File: src/rtl/sap3_serdes_pkg.sv
// Shared definitions for the sap3 single-wire serial link (transmitter and receiver).
package sap3_serdes_pkg;

  localparam int unsigned SERDES_DEFAULT_WIDTH = 8;

  typedef enum logic {
    IDLE = 1'b0,
    RECV = 1'b1
  } state_t;

endpackage : sap3_serdes_pkg

File: src/rtl/deserializer.sv
// Receive end of the sap3 serial link: rebuilds LSB-first words framed by a one-cycle start pulse.
// Optional saturating aborted-frame counter enabled by defining DESER_ERR_CNT_EN.
module deserializer
  import sap3_serdes_pkg::*;
#(
  parameter int unsigned WIDTH = SERDES_DEFAULT_WIDTH
) (
  input  logic             clk,
  input  logic             rst_n,
  input  logic             serial_in,
  input  logic             start,
  output logic [WIDTH-1:0] data_out,
  output logic             valid,
  output logic             busy,
  output logic             frame_err,
  output logic [7:0]       err_count
);

  localparam int unsigned CNT_W = $clog2(WIDTH);
  localparam logic [CNT_W-1:0] LAST_BIT = CNT_W'(WIDTH - 1);

  state_t           state;
  logic [CNT_W-1:0] bit_cnt;
  logic [WIDTH-1:0] shift;

  // Receiver FSM and datapath; strobes default low every cycle
  always_ff @(posedge clk or negedge rst_n) begin
    if (!rst_n) begin
      state     <= IDLE;
      bit_cnt   <= '0;
      shift     <= '0;
      data_out  <= '0;
      valid     <= 1'b0;
      busy      <= 1'b0;
      frame_err <= 1'b0;
    end else begin
      valid     <= 1'b0;
      frame_err <= 1'b0;
      case (state)
        IDLE: begin
          if (start) begin
            state   <= RECV;
            bit_cnt <= '0;
            busy    <= 1'b1;
          end
        end
        RECV: begin
          if (start) begin
            // Early start wins even on the last-bit edge: resync, drop the partial word
            bit_cnt   <= '0;
            frame_err <= 1'b1;
          end else if (bit_cnt == LAST_BIT) begin
            data_out <= {serial_in, shift[WIDTH-2:0]};
            valid    <= 1'b1;
            bit_cnt  <= '0;
            busy     <= 1'b0;
            state    <= IDLE;
          end else begin
            shift[bit_cnt] <= serial_in;
            bit_cnt        <= bit_cnt + CNT_W'(1);
          end
        end
        default: begin
          state <= IDLE;
          busy  <= 1'b0;
        end
      endcase
    end
  end

`ifdef DESER_ERR_CNT_EN
  // Counts aborts in step with the frame_err strobe, saturating at all-ones
  always_ff @(posedge clk or negedge rst_n) begin
    if (!rst_n) begin
      err_count <= '0;
    end else if (state == RECV && start && err_count != 8'hFF) begin
      err_count <= err_count + 8'd1;
    end
  end
`else
  assign err_count = '0;
`endif

endmodule : deserializer

File: config.mk
export PLATFORM = sky130hd
export DESIGN_NAME = deserializer
export DESIGN_NICKNAME = d
export VERILOG_FILES = /design/src/rtl/sap3_serdes_pkg.sv /design/src/rtl/deserializer.sv
export SDC_FILE = /design/constraint.sdc
export NUM_CORES = 1
export LEC_CHECK = 0
export ABC_AREA = 1
export BUFFER_PORTS_ARGS = -buffer_cell sky130_fd_sc_hd__buf_4
export CORE_UTILIZATION = 46
export DETAILED_ROUTE_END_ITERATION = 10
export GPL_TIMING_DRIVEN = 0
export HOLD_SLACK_MARGIN = 0.02
export PLACE_DENSITY = 0.82
export SLEW_MARGIN = 10
export SYNTH_ARGS = -nofsm -noshare
export SYNTH_HDL_FRONTEND = slang
export SYNTH_SLANG_ARGS = --single-unit
File: constraint.sdc
create_clock -name clk -period 1.36 [get_ports clk]
set_input_delay 0.272 -clock clk [delete_from_list [all_inputs] [get_ports clk]]
set_output_delay 0.272 -clock clk [all_outputs]
set_load 0.03 [all_outputs]
# Word level (Yosys, flattened, before mapping)
# Cells that the tools add are included.
# word_totals
regBits	23
in_bits	4
out_inout_bits	19
word_cells	40
# classes
n_addsub	1
n_lt_le_gt_ge	2
eq_ne	4
n_mux	19
n_bitwise	3
n_reduce_logical	4
# ops
op	count
two-way mux 1 bit	11
two-way mux 3 bit	3
AND reduction 3 bit	3
bitwise mux 8 bit	1
one-hot mux 3 bit (2 select lines)	1
less-than comparator 3 x 4 -> 1 bit, second input constant	1
!= test 2 bit, second input constant	2
one-hot mux 1 bit (2 select lines)	2
adder 3 x 1 -> 3 bit, second input constant	1
demux 1 bit (select 3 bit)	1
== test 3 bit, second input constant	1
>= comparator 3 x 1 -> 1 bit, second input constant	1
NOT 1 bit	3
!= test 2 x 1 -> 1 bit, second input constant	1
logical AND 1 bit	1

# Logic depth before layout (Yosys ltp)
# Gate-level depths: netlist (run 1).
# depth
ltp_word	5
depth_mapped	9
mapped_depth_nobuf	8

# Least setup slack after synthesis (run 1)
# Ideal clock, no wire load.
# synth_path
path_type	reg2reg
from	register bit_cnt[0]
to	register shift[6]
setup_time_ns	0.116
arrival_time_ns	1.335
required_ns	1.244
setup_slack_ns	-0.091
path_stages_with_launch	10
n_path_buf	1
period_less_slack_ns	1.451
cell_sequence	dfrtp_1 ha_1 ha_1 inv_1 nand2_2 nor2_4 buf_6 nand2_1 nand2_1 nand2_1
# synth_via
elab_chain_cells	5
word_cells_on_any_way	9
cone_classes	2 x order compare; 1 x eq/ne; 3 x mux; 1 x bitwise; 2 x reduce/logical
# synth_lines
item	line_no	text
from (decl)	deserializer.sv:23	logic [CNT_W-1:0] bit_cnt;
from (signal assigned)	deserializer.sv:60	bit_cnt <= bit_cnt + CNT_W'(1);
less-than comparator 3 x 4 -> 1 bit (implied by the code) / >= comparator 3 x 1 -> 1 bit (equally long branches)	deserializer.sv:59	shift[bit_cnt] <= serial_in;
logical AND 1 bit (implied by the code)	deserializer.sv:59	
two-way mux 1 bit (implied by the code)	deserializer.sv:59	
demux 1 bit (select 3 bit)	deserializer.sv:59	
bitwise mux 8 bit	deserializer.sv:59	
to (signal, indexed assignment)	deserializer.sv:59	
to (decl)	deserializer.sv:24	logic [WIDTH-1:0] shift;
# Parallel ways exist; a longest one is shown, timed or not.
# A chain may end at the register's enable or synchronous reset.

# Worst setup path in the final report (run 1)
# layout_path
from	register bit_cnt[1]
to	register shift[2]
# Same word-level chain as after synthesis.

==> impl_metrics.toml, run 1 <==
[die]
die_x_um = 48.8
die_h_um = 48.8
initial_core_util = 0.504
die-area_um2 = 2380
core_region_area_um2 = 2000
rows = 16
ioPinCount = 23

[cts]
clk_latency_ns = 0.30
tritoncts = "built"
cts_buffers = 3
cts_buffer_depth = 2
htreeDepth = 1
cts_root_buf = "clkbuf_4"
path_clk_slew_ns = 0.12
cts_sinks = 22

[run_status]
violations = "negative setup slack"
outcome = "finished, violations left"

[finish]
design_area_um2 = 1320
fin_util = 0.659
area_growth_pct = 30.8
num_antenna_cells = 0
drive_gt1_frac = 0.329
fin_nets = 159

[power_and_ir_drop]
ir_worst_vdd_mv = 0.545
p_clk_frac = 0.230
p_int_uw = 1060
p_comb_frac = 0.241
p_per_area_nw_per_um2 = 1180
power.net_switching_uw = 495
finalPower_uw = 1560
seqPwrFrac = 0.529
swShare = 0.318
leakage_uw = 0.000734

[yosys]
synthDistinctLibCells = 16
synthTopCellsByArea = "dfrtp_1 55%, nand2_1 20%, buf_4 6.0%"
netlist_area_um2 = 1010
synth_common_cells = "53 x nand2_1, 22 x dfrtp_1, 8 x buf_4, 8 x nand3_1, 8 x nor2_1"
ys_seq_elements = 22
synth_most_common_cell = "nand2_1"
synth-async-reset-ratio = 1.00
ys_seq_area_frac = 0.546
synthCells = 120
synth_top_area_share = 0.546
syn_avg_cell_area_um2 = 8.40
ys.warnings.count = 0
synth-edff-count = 0
synthFlopType = "dfrtp_1"
synth.largest_area_cell = "dfrtp_1"

[timing]
max_clock_freq_mhz = 684
grt_setup_unrepaired = "yes"
finClkSkew_ns = 0.000758
layout_setup_ws_ns = -0.103
fin_crit_sh = 1.08
hold_violations = 0
setup_viol = 9
whs_ns = 0.204
slew_viol_final = 0
min_period_ns = 1.46

[drt]
drt-vias-per-instance = 4.78
dr.pass1.iters = 4
drt_iter0_drc = 41
ant_nets = 0
via_count = 855
detail_route.wirelength_mm = 2.20
wl_per_cell_um = 12.3
drc = 0

[setup_path]
end_kind = "flip-flop"
crit_type = "flip-flop to flip-flop"
worstPathCellList = "ha_2, ha_4, inv_2, nand2_4, nor2_4, buf_4, nand3_1, nand2_1"
crit_slowest_cell = "dfrtp_1"
start_kind = "flip-flop"
max_stage_delay_ns = 0.42
crit_path_max_fanout = 5
critPathRequiredTime_ns = 1.60
worstPathArrival_ns = 1.71
cp_top_family = "flip-flops"
cp_num_buf_inv = 2

[place]
place.gp.congestion = 0.776
portBuffers = 13
place_ws_ns = -0.178
placedInstanceArea_um2 = 1180
dp_hpwl_mm = 1.35

[flow_run]
drv_cap = 0

[global_routing]
gr-total-overflow = 0
grt_use_met2 = 0.380
grt_use_met1 = 0.221
grt_usage = 0.197
grt_pass1_vias = 822
antenna_found_initial = 0
grt_max_degree = 23
grt.busiest_layer = "met2"
grt_pass1_wl_mm = 3.60
met3_usage = 0.0218

[min_path]
hold_class = "input port to flip-flop"
[layer usage]
metal	vias up	wire length, um
met5	-	0
met4	0	22
met3	2	110
met2	35	1170
met1	403	897
li1	415	-
[per-stage QoR]
step / TNS (ns) / instances
5_1_grt: -1.53 / 179
4_1_cts: -0.378 / 178
3_3_place_gp: -0.630 / 167
6_report: -0.685 / 179
2_1_floorplan: -0.0408 / 127
3_5_place_dp: -1.20 / 167
[tightest hold or removal path, cell delays in order]
cell     delay, ns
buf_4         0.11
nand2_1       0.05
inv_1         0.05
[repair_timing]
action                                 4_1_cts  5_1_grt
buffers inserted                             5        1
endpoints found under the hold margin       22        0
setup endpoints to repair                   17       17
resized for setup                            4       11
pin swaps                                    1        1
hold buffers                                 1        0
cloned                                       1        0
[kinds of logic after synthesis]
family | synth area share
AO/OA/AOI/OAI | 0.0199
buffers and inverters | 0.105
other | 0.00372
adder cells (fa/ha/maj) | 0.0248
flip-flops | 0.546
AND/OR/NAND/NOR | 0.300
[path summary, 6_finish.rpt]
path                                              from                      end  slack, ns  depth (start not counted)
worst min-delay path                             start      frame_err$_DFF_PN0_       0.20                          3
worst max-delay path            bit_cnt[1]$_DFFE_PN0P_     shift[2]$_DFFE_PN0P_      -0.10                          8
worst min register to register    shift[0]$_DFFE_PN0P_  data_out[0]$_DFFE_PN0P_       0.49                          2
min in group asynchronous                        rst_n     shift[6]$_DFFE_PN0P_       0.38                          2
max in group asynchronous                        rst_n   bit_cnt[2]$_DFFE_PN0P_       0.77                          2
worst max register to register  bit_cnt[1]$_DFFE_PN0P_     shift[2]$_DFFE_PN0P_      -0.10                          8
[layout make-up]
cell class                      count  area (um2)
Tap cell                           27        33.8
Inverter                            8        32.5
Buffer                             10        76.3
Sequential cell                    22         551
Multi-Input combinational cell     87         425
Clock buffer                        4        36.3
Fill cell                         157         683
Timing Repair Buffer               21         164
[cells in the final DEF (no fill, tap or decap), types with 2 or more instances in the layout]
cell type  count
nand2_4        2
buf_4         27
o21ai_2        2
buf_6          2
inv_1          6
nand2_1       47
dfrtp_1       22
o21ai_0        2
nand3_1        8
conb_1         8
nand2_2        5
clkbuf_4       3
nor2_1         8
[power by group through the flow]
stage	combinational, uW	sequential, uW	clock (uW)
final	375	824	358
after global routing	413	837	394
after CTS	348	817	357
after detailed placement	321	833	0
after global placement	306	828	0
after floorplan	177	872	0
[sequential cells by signal, indices dropped and copies added, names as in the netlist]
signal and cells:
data_out 8, shift 7, bit_cnt 3, busy 1, frame_err 1, state 1, valid 1
Power figures use the tool's default switching activity.
==> run 2, diff against run 1 <==
--- a/config.mk
+++ b/config.mk
@@ -5,7 +5,7 @@
 export SDC_FILE = /design/constraint.sdc
 export NUM_CORES = 1
 export LEC_CHECK = 0
-export ABC_AREA = 1
+export ABC_AREA = 0
 export BUFFER_PORTS_ARGS = -buffer_cell sky130_fd_sc_hd__buf_4
 export CORE_UTILIZATION = 46
 export DETAILED_ROUTE_END_ITERATION = 10
==> run 2 against run 1 <==
The flow still finishes with violations (negative setup slack). Critical path type unchanged. Largest cell class unchanged. Sequential cell count is the same. Largest power group unchanged. Highest routed layer unchanged. Critical path depth is 2 lower. Final cell count fell by 25%.
==> impl_metrics.toml, run 2 <==
[run_status]
outcome = "finished, violations left"
violations = "negative setup slack"

[setup_path]
worstPathArrival_ns = 1.88
start_kind = "flip-flop"
crit_type = "flip-flop to flip-flop"
end_kind = "flip-flop"
crit_path_max_fanout = 3
critPathRequiredTime_ns = 1.57

[yosys]
synthCells = 76
synthDistinctLibCells = 23
ys_seq_elements = 22
synth.largest_area_cell = "dfrtp_1"
ys_seq_area_frac = 0.543
synth_most_common_cell = "dfrtp_1"
synthTopCellsByArea = "dfrtp_1 54%, mux2_2 12%, buf_4 6.7%"
syn_avg_cell_area_um2 = 13.3
synth-edff-count = 0
ys.warnings.count = 0
synthFlopType = "dfrtp_1"
synth-async-reset-ratio = 1.00
netlist_area_um2 = 1010
synth_common_cells = "22 x dfrtp_1, 11 x mux2_2, 9 x buf_4"
synth_top_area_share = 0.543

[finish]
area_growth_pct = 37.7
multiInputGateArea_um2 = 519
largest_register = "data_out"
fillers = 144
fin_nets = 114
regArea_um2 = 554
final_common_cell = "buf_4"
reg_top3 = "data_out x8, shift x7, bit_cnt x3"
final_cell_mix = "26 x buf_4, 19 x dfrtp_1, 12 x mux2_4, 8 x conb_1"
num_antenna_cells = 0
instances_no_fill = 134
largest_reg_flops = 8
design_area_um2 = 1400
fin_util = 0.690
drive_gt1_frac = 0.617

[cts]
cts_sinks = 22
cts_buffers = 3
htreeDepth = 1
tritoncts = "built"
cts_root_buf = "clkbuf_4"
clk_latency_ns = 0.31
path_clk_slew_ns = 0.12
cts_buffer_depth = 2

[global_routing]
gr-total-overflow = 0
antenna_found_initial = 0
grt_pass1_wl_mm = 3.11
grt_pass1_vias = 663
grt_max_degree = 23
grt_usage = 0.177

[drt]
met2_length_um = 925
drc = 0
dr.pass1.iters = 2
via_count = 624
drt_iter0_drc = 3
wl_met3_um = 43
ant_nets = 0
top_layer = "met4"
drt-vias-per-instance = 4.66
wl_met1_um = 796
detail_route.wirelength_mm = 1.83
wl_per_cell_um = 13.6

[flow_run]
drv_cap = 0

[die]
die-area_um2 = 2400
rows = 16
initial_core_util = 0.501
die_h_um = 48.9
die_x_um = 48.9
ioPinCount = 23
core_region_area_um2 = 2020

[min_path]
hold_class = "input port to flip-flop"

[place]
dpl.cell_count = 123
dp_hpwl_mm = 1.10
place_ws_ns = -0.403
place.gp.congestion = 0.697
placedInstanceArea_um2 = 1190
portBuffers = 13

[timing]
setup_viol = 17
layout_setup_ws_ns = -0.303
grt_setup_unrepaired = "yes"
slew_viol_final = 0
max_clock_freq_mhz = 601
fin_crit_sh = 1.22
finClkSkew_ns = 0.00418
min_period_ns = 1.66
hold_violations = 0

[power_and_ir_drop]
p_per_area_nw_per_um2 = 1220
finalPower_uw = 1710
leakage_uw = 0.000752
ir_worst_vdd_mv = 0.736
## run 2: cell types whose count changed after synthesis, sizes merged, moves of 2 or more
cell	change
inv	-6
mux2	+15
mux2i	+2
nand2	-48
nand3	-8
nor2	-5
nor2b	+2
o21ai	-4
## run 2: per-stage QoR
step,hold WS [ns],setup TNS (ns)
after global placement,0.168,-3.36
final,0.149,-2.83
after detailed placement,0.171,-3.80
after floorplan,-0.0236,-2.10
after global routing,0.141,-3.73
after CTS,0.151,-2.92
## run 2: cells by family (layout without fill, tap and decap cells)
logic type / count (synthesis) / after routing / share of synthesized area
mux: 17 / 17 / 0.190
simple gates: 19 / 20 / 0.128
flops: 22 / 22 / 0.543
buf+inv: 12 / 35 / 0.0852
fa+ha+maj: 2 / 2 / 0.0247
compound gates: 3 / 3 / 0.0247
other cells: 1 / 8 / 0.00370
## run 2: area by class of cell
type,instances,share of cell area
clock buffers,3,0.0161
multi-input cells,50,0.372
plain buffers,10,0.0565
flip-flops and latches,22,0.397
inverters,2,0.00538
well taps,27,0.0242
clock inverters,1,0.0215
repair buffers,19,0.107
## run 2: where the power goes
part | internal, uW | leakage (uW) | switching (uW)
sequential | 759 | 0.000282 | 66.3
clock | 298 | 0.0000279 | 202
combinational | 209 | 0.000442 | 174
total | 1270 | 0.000752 | 442
## run 2: worst paths after layout
kind                       cells after the start                    start  slack [ns]                       to
max                                            6   bit_cnt[0]$_DFFE_PN0P_       -0.30     shift[1]$_DFFE_PN0P_
min reg2reg                                    1  data_out[4]$_DFFE_PN0P_        0.52  data_out[4]$_DFFE_PN0P_
max in group asynchronous                      2                    rst_n        0.77   bit_cnt[1]$_DFFE_PN0P_
min                                            2                    start        0.15   bit_cnt[0]$_DFFE_PN0P_
max reg2reg                                    6   bit_cnt[0]$_DFFE_PN0P_       -0.30     shift[1]$_DFFE_PN0P_
min in group asynchronous                      2                    rst_n        0.36          valid$_DFF_PN0_
## run 2: repair_timing
item	in CTS	in global routing
gates cloned	1	0
setup endpoints to repair	15	19
setup buffers	5	1
pin swaps	6	5
hold endpoints to repair	22	0
gates resized for setup	16	9
hold buffers	1	0
## run 2: worst max-delay path: stages, from the launching register on
cell and delay [ns]:
dfrtp_2 0.45, ha_4 0.17, ha_4 0.17, buf_6 0.11
and4bb_2 0.32, nand2_2 0.06, mux2_4 0.30
## run 2: per-layer routing
metal | track usage | up-vias
met5 | 0 | -
met4 | 0.147 | 0
met3 | 0.0125 | 6
met2 | 0.294 | 17
met1 | 0.209 | 299
li1 | - | 302
==> run 3, diff against run 2 <==
--- a/config.mk
+++ b/config.mk
@@ -5,13 +5,13 @@
 export SDC_FILE = /design/constraint.sdc
 export NUM_CORES = 1
 export LEC_CHECK = 0
-export ABC_AREA = 0
-export BUFFER_PORTS_ARGS = -buffer_cell sky130_fd_sc_hd__buf_4
-export CORE_UTILIZATION = 46
+export ABC_AREA = 1
+export CORE_UTILIZATION = 50
 export DETAILED_ROUTE_END_ITERATION = 10
+export DONT_BUFFER_PORTS = 1
 export GPL_TIMING_DRIVEN = 0
 export HOLD_SLACK_MARGIN = 0.02
-export PLACE_DENSITY = 0.82
+export PLACE_DENSITY = 0.78
 export SLEW_MARGIN = 10
 export SYNTH_ARGS = -nofsm -noshare
 export SYNTH_HDL_FRONTEND = slang
==> run 3 against run 2 <==
The flow still finishes with violations (negative setup slack). Final cell count rose by 20%. Combinational power fell by 36%. Critical path type unchanged. Worst setup slack improved by 0.26 ns. First-iteration DRC count rose to 14 times the previous value. Worst hold slack got worse by 0.098 ns. Via count rose by 27%. Sequential share of layout area rose by 7.7 points. Clock-buffer cell count did not move. Core utilization fell by 4.6 points.
==> impl_metrics.toml, run 3 (synthesis results as in run 1) <==
[timing]
grt_setup_unrepaired = "yes"
min_period_ns = 1.40
worst_slew_pin_slew_ns = 0.971
fin_tns_setup_ns = -0.245
setup_viol = 8
max_clock_freq_mhz = 712
slew_viol_final = 0
finClkSkew_ns = 0.00456
layout_setup_ws_ns = -0.0450
hold_violations = 0
fin_crit_sh = 1.03
maxSlewHeadroom = 0.351

[finish]
area_growth_pct = 15.1
reg_top3 = "data_out x8, shift x7, bit_cnt x3"
final_cell_mix = "52 x nand2_1, 22 x dfrtp_1, 13 x buf_4"
largest_reg_flops = 8
fin_util = 0.644
fin_nets = 144
largest_register = "data_out"
num_antenna_cells = 0
drive_gt1_frac = 0.199
final_common_cell = "nand2_1"

[cts]
cts_buffer_depth = 2
htreeDepth = 1
cts_sinks = 22
clk_latency_ns = 0.31
cts_root_buf = "clkbuf_4"
tritoncts = "built"
path_clk_slew_ns = 0.11
cts_buffers = 3

[place]
dp_hpwl_mm = 1.25
place.gp.congestion = 0.813
portBuffers = 0

[drt]
dr.pass1.iters = 4
met2_length_um = 928
top_layer = "met4"
wl_met3_um = 56
drt-vias-per-instance = 4.93
via_count = 793
wl_per_cell_um = 11.2
drc = 0
ant_nets = 0
detail_route.wirelength_mm = 1.81
wl_met1_um = 794
drt_iter0_drc = 41

[run_status]
outcome = "finished, violations left"
violations = "negative setup slack"

[global_routing]
grt_pass1_wl_mm = 3.04
grt_pass1_vias = 711
grt_max_degree = 23
antenna_found_initial = 0
grt_usage = 0.202
gr-total-overflow = 0

[power_and_ir_drop]
p_per_area_nw_per_um2 = 1210
ir_worst_vdd_mv = 0.742
leakage_uw = 0.000638

[setup_path]
crit_path_max_fanout = 10
end_kind = "flip-flop"
rr_endpoint = "shift[6]$_DFFE_PN0P_"
reg2reg_from = "bit_cnt[1]$_DFFE_PN0P_"
crit_type = "flip-flop to flip-flop"
reg2reg_depth = 9
worstPathArrival_ns = 1.62
r2r_setup_slack_ns = -0.04
start_kind = "flip-flop"
critPathRequiredTime_ns = 1.58

[flow_run]
drv_cap = 0

[min_path]
hold_class = "input port to flip-flop"
hold_depth = 2
min-delay-start = "start"
min_to = "frame_err$_DFF_PN0_"

[die]
die_h_um = 46.9
die-area_um2 = 2200
rows = 15
die_x_um = 46.9
initial_core_util = 0.560
ioPinCount = 23
core_region_area_um2 = 1800
==> run 3: how the worst max path moves through the flow <==
stage                                 endpoint  slack (ns)  cells past startpoint              startpoint
after global placement    shift[6]$_DFFE_PN0P_       -0.13                      9  bit_cnt[0]$_DFFE_PN0P_
final                     shift[6]$_DFFE_PN0P_       -0.04                      9  bit_cnt[1]$_DFFE_PN0P_
after global routing      shift[1]$_DFFE_PN0P_       -0.14                      9  bit_cnt[0]$_DFFE_PN0P_
after floorplan           shift[6]$_DFFE_PN0P_       -0.04                      9  bit_cnt[0]$_DFFE_PN0P_
after CTS                 shift[1]$_DFFE_PN0P_       -0.04                      9  bit_cnt[1]$_DFFE_PN0P_
after detailed placement  shift[6]$_DFFE_PN0P_       -0.18                      9  bit_cnt[0]$_DFFE_PN0P_
==> run 3: timing repair <==
action | 4_1_cts | 5_1_grt
resized for setup | 2 | 3
setup endpoints to repair | 17 | 17
endpoints found under the hold margin | 22 | 0
setup buffers | 5 | 0
hold buffers | 1 | 0
pin swaps | 1 | 0
==> run 3: final cells by class <==
| cell class | instances | area, um2 |
|---|---|---|
| Fill cell | 150 | 641 |
| Multi-Input combinational cell | 87 | 400 |
| Sequential cell | 22 | 551 |
| Tap cell | 25 | 31.3 |
| Buffer | 10 | 76.3 |
| Timing Repair Buffer | 6 | 47.5 |
| Clock buffer | 3 | 22.5 |
| Inverter | 8 | 32.5 |
==> run 3: where the power goes <==
part	internal [uW]	switching (uW)	leakage, uW	total (uW)
clock	104	188	0.0000138	292
sequential	757	115	0.000286	871
combinational	96.5	147	0.000338	243
total	957	450	0.000638	1410
==> run 3: metrics by stage <==
stage / hold WS [ns] / cell area (um2) / setup WS, ns / power [uW] / instances
floorplan: -0.0236 / 1050 / -0.0408 / 1050 / 127
global placement: -0.0232 / 1080 / -0.133 / 1080 / 152
detailed placement: -0.0231 / 1080 / -0.180 / 1090 / 152
CTS: 0.0428 / 1150 / -0.0367 / 1420 / 161
global route: 0.0826 / 1160 / -0.139 / 1480 / 161
finish: 0.0512 / 1160 / -0.0450 / 1410 / 161
==> run 3: routing by layer <==
layer	global-route usage	vias up
met5	0	-
met4	0.120	0
met3	0.0346	3
met2	0.339	20
met1	0.242	386
li1	-	384
==> run 3: worst max-delay path, stage by stage (launching register included) <==
cell and delay [ns]:
dfrtp_1 0.41, ha_2 0.20, ha_4 0.16, inv_2 0.06, nand2_4 0.05, nor2_4 0.14
buf_6 0.16, nand2_2 0.05, nand2_1 0.05, nand2_1 0.04
